### src/rtl/mips_bus_pkg.sv
// Shared types and policy constants for the MIPS-to-Avalon bus bridge.
package mips_bus_pkg;

    typedef enum logic [1:0] {
        IDLE,
        CMD,
        RDATA,
        ACK
    } state_t;

    typedef enum logic {
        CH_INSTR,
        CH_DATA
    } channel_t;

    localparam int PRIO_INSTR = 0;
    localparam int PRIO_DATA  = 1;
    localparam int PRIO_RR    = 2;

endpackage

### src/rtl/mips_bus_arbiter.sv
// Two-way grant between the instruction and data channels, with a round-robin
// pointer that always favours the channel that was not served last.
module mips_bus_arbiter
    import mips_bus_pkg::*;
#(
    parameter int PRIORITY = PRIO_INSTR
) (
    input  logic     clk,
    input  logic     reset,
    input  logic     i_req,
    input  logic     d_req,
    input  logic     served,
    input  channel_t served_ch,
    output logic     any_req,
    output channel_t grant
);

    channel_t rr_ptr;

    always_ff @(posedge clk or negedge reset) begin
        if (!reset) begin
            rr_ptr <= CH_INSTR;
        end else if (served) begin
            rr_ptr <= (served_ch == CH_INSTR) ? CH_DATA : CH_INSTR;
        end
    end

    // Policy only matters on a tie; a lone requester always wins.
    always_comb begin
        grant = CH_INSTR;
        if (i_req && d_req) begin
            case (PRIORITY)
                PRIO_DATA: grant = CH_DATA;
                PRIO_RR:   grant = rr_ptr;
                default:   grant = CH_INSTR;
            endcase
        end else if (d_req) begin
            grant = CH_DATA;
        end
    end

    assign any_req = i_req | d_req;

endmodule

### src/rtl/mips_avalon_bridge.sv
// Arbitrates an instruction and a data requester onto one Avalon-MM master,
// one outstanding transaction at a time, with req/ack handshakes on both sides.
module mips_avalon_bridge
    import mips_bus_pkg::*;
#(
    parameter  int ADDR_W   = 32,
    parameter  int DATA_W   = 32,
    parameter  int PRIORITY = PRIO_INSTR,
    localparam int BE_W     = DATA_W / 8
) (
    input  logic              clk,
    input  logic              reset,
    input  logic              i_req,
    input  logic [ADDR_W-1:0] i_addr,
    output logic              i_ack,
    output logic [DATA_W-1:0] i_rdata,
    input  logic              d_read,
    input  logic              d_write,
    input  logic [ADDR_W-1:0] d_addr,
    input  logic [BE_W-1:0]   d_byteenable,
    input  logic [DATA_W-1:0] d_wdata,
    output logic              d_ack,
    output logic [DATA_W-1:0] d_rdata,
    output logic              stall,
    output logic [ADDR_W-1:0] address,
    output logic              read,
    output logic              write,
    output logic [BE_W-1:0]   byteenable,
    output logic [DATA_W-1:0] writedata,
    input  logic              waitrequest,
    input  logic [DATA_W-1:0] readdata
);

    localparam logic [ADDR_W-1:0] ALIGN_MASK = ~ADDR_W'(BE_W - 1);
    localparam logic [BE_W-1:0]   BE_ALL     = '1;

    state_t   state, state_nx;
    channel_t gnt_ch, arb_grant;
    logic     any_req, d_req, served;

    assign d_req  = d_read | d_write;
    assign served = (state == ACK);

    mips_bus_arbiter #(.PRIORITY(PRIORITY)) u_arb (
        .clk       (clk),
        .reset     (reset),
        .i_req     (i_req),
        .d_req     (d_req),
        .served    (served),
        .served_ch (gnt_ch),
        .any_req   (any_req),
        .grant     (arb_grant)
    );

    always_ff @(posedge clk or negedge reset) begin
        if (!reset) state <= IDLE;
        else        state <= state_nx;
    end

    always_comb begin
        state_nx = state;
        case (state)
            IDLE:    if (any_req) state_nx = CMD;
            CMD:     if (!waitrequest) state_nx = write ? ACK : RDATA;
            RDATA:   state_nx = ACK;
            ACK:     state_nx = IDLE;
            default: state_nx = IDLE;
        endcase
    end

    always_ff @(posedge clk or negedge reset) begin
        if (!reset) begin
            gnt_ch     <= CH_INSTR;
            address    <= '0;
            read       <= 1'b0;
            write      <= 1'b0;
            byteenable <= '0;
            writedata  <= '0;
            i_rdata    <= '0;
            d_rdata    <= '0;
        end else begin
            case (state)
                IDLE: if (any_req) begin
                    gnt_ch <= arb_grant;
                    if (arb_grant == CH_INSTR) begin
                        address    <= i_addr & ALIGN_MASK;
                        read       <= 1'b1;
                        write      <= 1'b0;
                        byteenable <= BE_ALL;
                    end else begin
                        // Write wins when both strobes are up; an empty read mask means a full word.
                        address    <= d_addr & ALIGN_MASK;
                        read       <= ~d_write;
                        write      <= d_write;
                        byteenable <= (!d_write && d_byteenable == '0) ? BE_ALL : d_byteenable;
                        writedata  <= d_wdata;
                    end
                end
                CMD: if (!waitrequest) begin
                    read  <= 1'b0;
                    write <= 1'b0;
                end
                RDATA: begin
                    if (gnt_ch == CH_INSTR) i_rdata <= readdata;
                    else                    d_rdata <= readdata;
                end
                default: ;
            endcase
        end
    end

    assign i_ack = served && (gnt_ch == CH_INSTR);
    assign d_ack = served && (gnt_ch == CH_DATA);
    assign stall = (i_req & ~i_ack) | (d_req & ~d_ack);

endmodule
### config.mk
export PLATFORM = sky130hd
export DESIGN_NAME = mips_avalon_bridge
export DESIGN_NICKNAME = d
export VERILOG_FILES = /design/src/rtl/mips_bus_pkg.sv /design/src/rtl/mips_bus_arbiter.sv /design/src/rtl/mips_avalon_bridge.sv
export SDC_FILE = /design/constraint.sdc
export NUM_CORES = 1
export LEC_CHECK = 0
export CAP_MARGIN = 20
export CORE_MARGIN = 1.5
export CORE_UTILIZATION = 35
export CTS_BUF_LIST = sky130_fd_sc_hd__clkbuf_2 sky130_fd_sc_hd__clkbuf_4 sky130_fd_sc_hd__clkbuf_8
export DETAILED_ROUTE_END_ITERATION = 7
export GPL_ROUTABILITY_DRIVEN = 0
export PLACE_DENSITY_LB_ADDON = 0.25
export SYNTH_ARGS = -nofsm -noshare
export SYNTH_HDL_FRONTEND = slang
export SYNTH_SLANG_ARGS = --single-unit
### constraint.sdc
create_clock -name clk -period 4.38 [get_ports clk]
set_clock_uncertainty 0.2 [all_clocks]
set_input_delay 0.876 -clock clk [delete_from_list [all_inputs] [get_ports clk]]
set_output_delay 0.876 -clock clk [all_outputs]
set_load 0.01 [all_outputs]
Word-level counts from Yosys, hierarchy flattened

Cells that the tools add are included.

ROM bits: 0
Bits in latches: 0
Memories: 0
Register bits after elaboration: 137
RAM bits: 0

Reductions and logical operators: 14
Order comparisons: 0
Add/subtract/negate cells: 0
Bitwise logic cells: 9
Div/mod/pow operators: 0
Shift operators: 0
Equal/unequal tests: 5
Mux-type cells: 16
Multipliers: 0

Operator list:

| operator           | number |
|---|---|
| $mux 32            | 1 |
| $mux 1             | 8 |
| $mux 4             | 2 |
| $pmux 2 s4         | 1 |
| $reduce_and 2->1   | 4 |
| $reduce_and 3->1   | 2 |
| $eq 2x2->1 const B | 2 |
| $logic_and 1x1->1  | 4 |
| $logic_not 4->1    | 1 |
| $mux 2             | 2 |
| $ne 2x2->1 const B | 2 |
| $not 1->1          | 4 |
| $pmux 1 s2         | 2 |
| $or 1x1->1         | 3 |
| $and 1x1->1        | 2 |
| $eq 2x1->1 const B | 1 |
| $logic_not 2->1    | 1 |
| $reduce_bool 2->1  | 1 |
| $logic_not 1->1    | 1 |

Depth between registers and ports, before layout

Word-level depth: 6
Mapped depth: 8
Depth with buffers taken out: 5

By module

Synthesis repeated with hierarchy kept, for this count alone.

Cell total of the unflattened synthesis: 395
Area, all modules: 5494.0 sq um

By module, submodules not included:

| module             | sequential area each (sq um) | area each (sq um) | cells an instance | instances |
|---|---|---|---|---|
| mips_avalon_bridge | 3378.2                       | 5481.5            | 393               | 1 |
| mips_bus_arbiter   | 0.0                          | 12.5              | 2                 | 1 |

Least setup slack after synthesis

OpenSTA, ideal clock, no wires.

Kind: input -> output
Start: input d_write
End: output stall
Cell stages on the path: 4
Data arrival time: 1.589 ns
Setup slack: 1.715 ns
Path buffers: 1
Path through: buf_2 > or2_2 > mux2i_1 > a2bb2oi_1

Longest elaborated chain between the ends: 3

Ends and longest elaborated chain:

| item               | RTL line                  | text |
|---|---|---|
| start: declaration | mips_avalon_bridge.sv:18  | `input logic d_write,` |
| $or 1x1->1         | mips_avalon_bridge.sv:41  | `assign d_req = d_read \| d_write;` |
| $and 1x1->1        | mips_avalon_bridge.sv:114 | `assign stall = (i_req & ~i_ack) \| (d_req & ~d_ack);` |
| $or 1x1->1         | mips_avalon_bridge.sv:114 |  |
| end: declaration   | mips_avalon_bridge.sv:24  | `output logic stall,` |

Every way passes these cells.

Final worst setup path

Start: input d_read
End: output stall

Longest elaborated chain between the ends: 3

Ends and longest elaborated chain:

| item               | RTL line                  | text |
|---|---|---|
| start: declaration | mips_avalon_bridge.sv:17  | `input logic d_read,` |
| $or 1x1->1         | mips_avalon_bridge.sv:41  |  |
| $and 1x1->1        | mips_avalon_bridge.sv:114 |  |
| $or 1x1->1         | mips_avalon_bridge.sv:114 |  |

Every way passes these cells.

==> flow_summary.yaml <==
synthesis:
  synth_area_leaders: "dfrtp_1 62%, mux2_2 20%, a221o_1 5.0%"
  synth_mux_area_share_pct: 20.2
  synth_compound_area_share_pct: 8.23
  synth_top_area_share_pct: 61.9
  seq_area_frac_synth_pct: 61.9
  syn_avg_cell_area_sq_um: 14.9
  synthAdderAreaFrac_pct: 0.917
  async_flop_share_pct: 100
  synthFlopType: "dfrtp_1"
  synthSimpleGateAreaFrac_pct: 5.73
  synthCells: 366
  yosys.area.top_type: "dfrtp_1"
  synth-xor-area-share_pct: 0
  synth_edf_count: 0
  syn_area_sq_um: 5460
  ys_warn_count: 0
  ys_types: 34
  synth-seq-cells: 135
  synth_top_family_by_area: "multiplexers"
clock_tree:
  cts-root-buf: "clkbuf_8"
  cts_sinks: 135
  path_clk_slew_ps: 90
  hold_buffers: 0
  cts_tree: "done"
  worstSkewPairLatency_ps: 430
  cts_buffers: 17
  cts_buffer_depth: 2
  cts_max_level: 4
  cts-resized-gates: 0
  post_cts.repair.setup_buffers: 0
global_route:
  antenna_found_initial: 0
  grt_start_max_net_pins: 121
  grtUsageTotal_pct: 17.6
  grt_first_pass_wirelength_mm: 22.1
  grt_overflow: 0
  grt_pass1_vias: 4364
setup_path:
  r2r_cells: 7
  cp.required_ps: 3300
  cp_common_cell: "clkdlybuf4s50_1"
  crit_path_start: "d_read"
  cp-endpoint: "stall"
  critPathBufInv: 2
  slowest_stage: "clkdlybuf4s50_1"
  path_max_fanout: 5
  cp-start-kind: "input port"
  r2r-end: "writedata[13]$_DFFE_PN0P_"
  r2r_start: "state[0]$_DFFE_PN0P_"
  r2r_slack_ps: 1660
  cp-end-kind: "primary output"
  crit_family: "buffers and inverters"
  cp.depth: 5
  crit_chain: "clkdlybuf4s50_1, or2_2, mux2i_1, a2bb2oi_1, clkdlybuf4s50_1"
  crit_path_max_incr_delay_ps: 640
  cp.arrival_ps: 2470
  critPathKind: "input port to primary output"
sta:
  period_minus_slack_ps: 3550
  fin_crit_sh_pct: 81.0
  rsz0062_at_grt: "false"
  drv_slew: 0
  setup_slack_ps: 831
  hold_viol: 0
  tightest_slew_ps: 695
  max_freq_mhz: 282
  setup_tns_ps: 0
  finalSetupViolations: 0
  max_slew_margin_pct: 53.7
routing:
  ant_nets: 0
  post_drt_wl_per_cell_um: 17.1
  remaining_drc_errors: 0
  drtIter0Drc: 182
  dr.pass1.iters: 4
  vias: 4095
  wl_mm: 14.4
  vias_per_cell: 4.88
place:
  port_buffers: 268
  dpl.hpwl_mm: 10.4
  pre_cts_slack_ps: 812
min_path:
  hold_class: "input port to async pin"
die:
  rows: 45
  die_h_um: 128
  initial_utilization_pct: 35.9
  io_pins: 275
  coreArea_sq_um: 15200
  dieArea_sq_um: 16400
  die-width_um: 128
finish:
  multi_input_area_sq_um: 1920
  area_growth_pct: 59.4
  final-seq-area_sq_um: 3380
  n_antenna_cell: 0
  fillers: 1231
  nNetsFinal: 780
  layout-drive-gt1-share_pct: 21.8
status:
  status: "complete, no violations"
power_and_ir_drop:
  power.leakage_uw: 0.00365
  powerDensity_nw_per_um2: 704
  ir_worst_vdd_mv: 0.322
flow_run:
  maxCapViolCount: 0
-- cell usage in the layout (no fill, tap or decap), types with 5 or more instances in the layout --
cell / instances
nand2b_1: 5
clkbuf_8: 17
nand2_1: 5
a221o_1: 27
and3_1: 27
dfrtp_1: 135
clkdlybuf4s50_1: 267
buf_4: 9
mux2_2: 95
clkinvlp_4: 6
-- how the worst min path moves through the flow --
stage	endpoint	slack [ps]	depth (start not counted)
2_1_floorplan	gnt_ch$_DFFE_PN0P_	330	2
3_3_place_gp	i_rdata[6]$_DFFE_PN0P_	270	1
3_5_place_dp	i_rdata[6]$_DFFE_PN0P_	290	1
4_1_cts	i_rdata[6]$_DFFE_PN0P_	300	1
5_1_grt	d_rdata[10]$_DFFE_PN0P_	80	1
6_report	d_rdata[10]$_DFFE_PN0P_	100	1
-- stage by stage --
stage               hold slack (ps)  power, uW  cell area [sq um]  util [%]  cells
floorplan                       332       3550               5460         -    367
global placement                274       5140               8300      54.6    806
detailed placement              287       5220               8300      54.6    806
CTS                             305       6210               8670      57.0    838
global route                   84.6       6500               8700      57.2    839
finish                          103       6130               8700      57.2    839
-- flip-flops by register name, summed over array words and instances (netlist names) --
signal      cells
i_rdata        32
state           2
read            1
d_rdata        32
writedata      32
address        30
write           1
gnt_ch          1
byteenable      4
-- cells in the mapped netlist (3+ instances only) --
cell,instances
inv_1,3
a221o_1,27
clkbuf_1,6
nor4_1,4
ha_1,4
nand2_1,5
a21oi_1,3
nor2_1,3
o31ai_1,3
nand2b_1,5
buf_4,6
buf_2,12
and3_1,27
mux2_2,95
o32a_1,4
o2bb2ai_1,3
dfrtp_1,135
-- final cells by class --
class                   count  area share [%]
clock inverters            13            1.42
inverters                   3           0.129
repair buffers            278            31.9
multi-input cells         203            22.1
well taps                 188            2.70
clock buffers              19            2.86
flip-flops and latches    135            38.8
-- cell families (layout without fill, tap and decap cells) --
family / Yosys count / after routing
AO/OA/AOI/OAI: 48 / 48
AND/OR/NAND/NOR: 51 / 51
buffers and inverters: 29 / 313
multiplexers: 98 / 98
adder cells (fa/ha/maj): 4 / 4
other: 1 / 2
flip-flops: 135 / 135
-- metal layers --
metal / up-vias / part of all wire (%) / wire [um] / global-route usage, %
met2: 191 / 49 / 7090 / 30.2
met4: 0 / 1.6 / 223 / 6.48
met5: - / 0 / 0 / 0
met3: 15 / 11 / 1540 / 8.68
met1: 1992 / 38 / 5500 / 18.8
li1: 1897 / - / - / -
-- where the power goes --
group | total, uW | switching [uW] | internal, uW
Sequential | 2220 | 341 | 1880
Combinational | 2940 | 1120 | 1830
Clock | 963 | 498 | 465
Total | 6130 | 1960 | 4170
(Power assumes the default switching activity.)
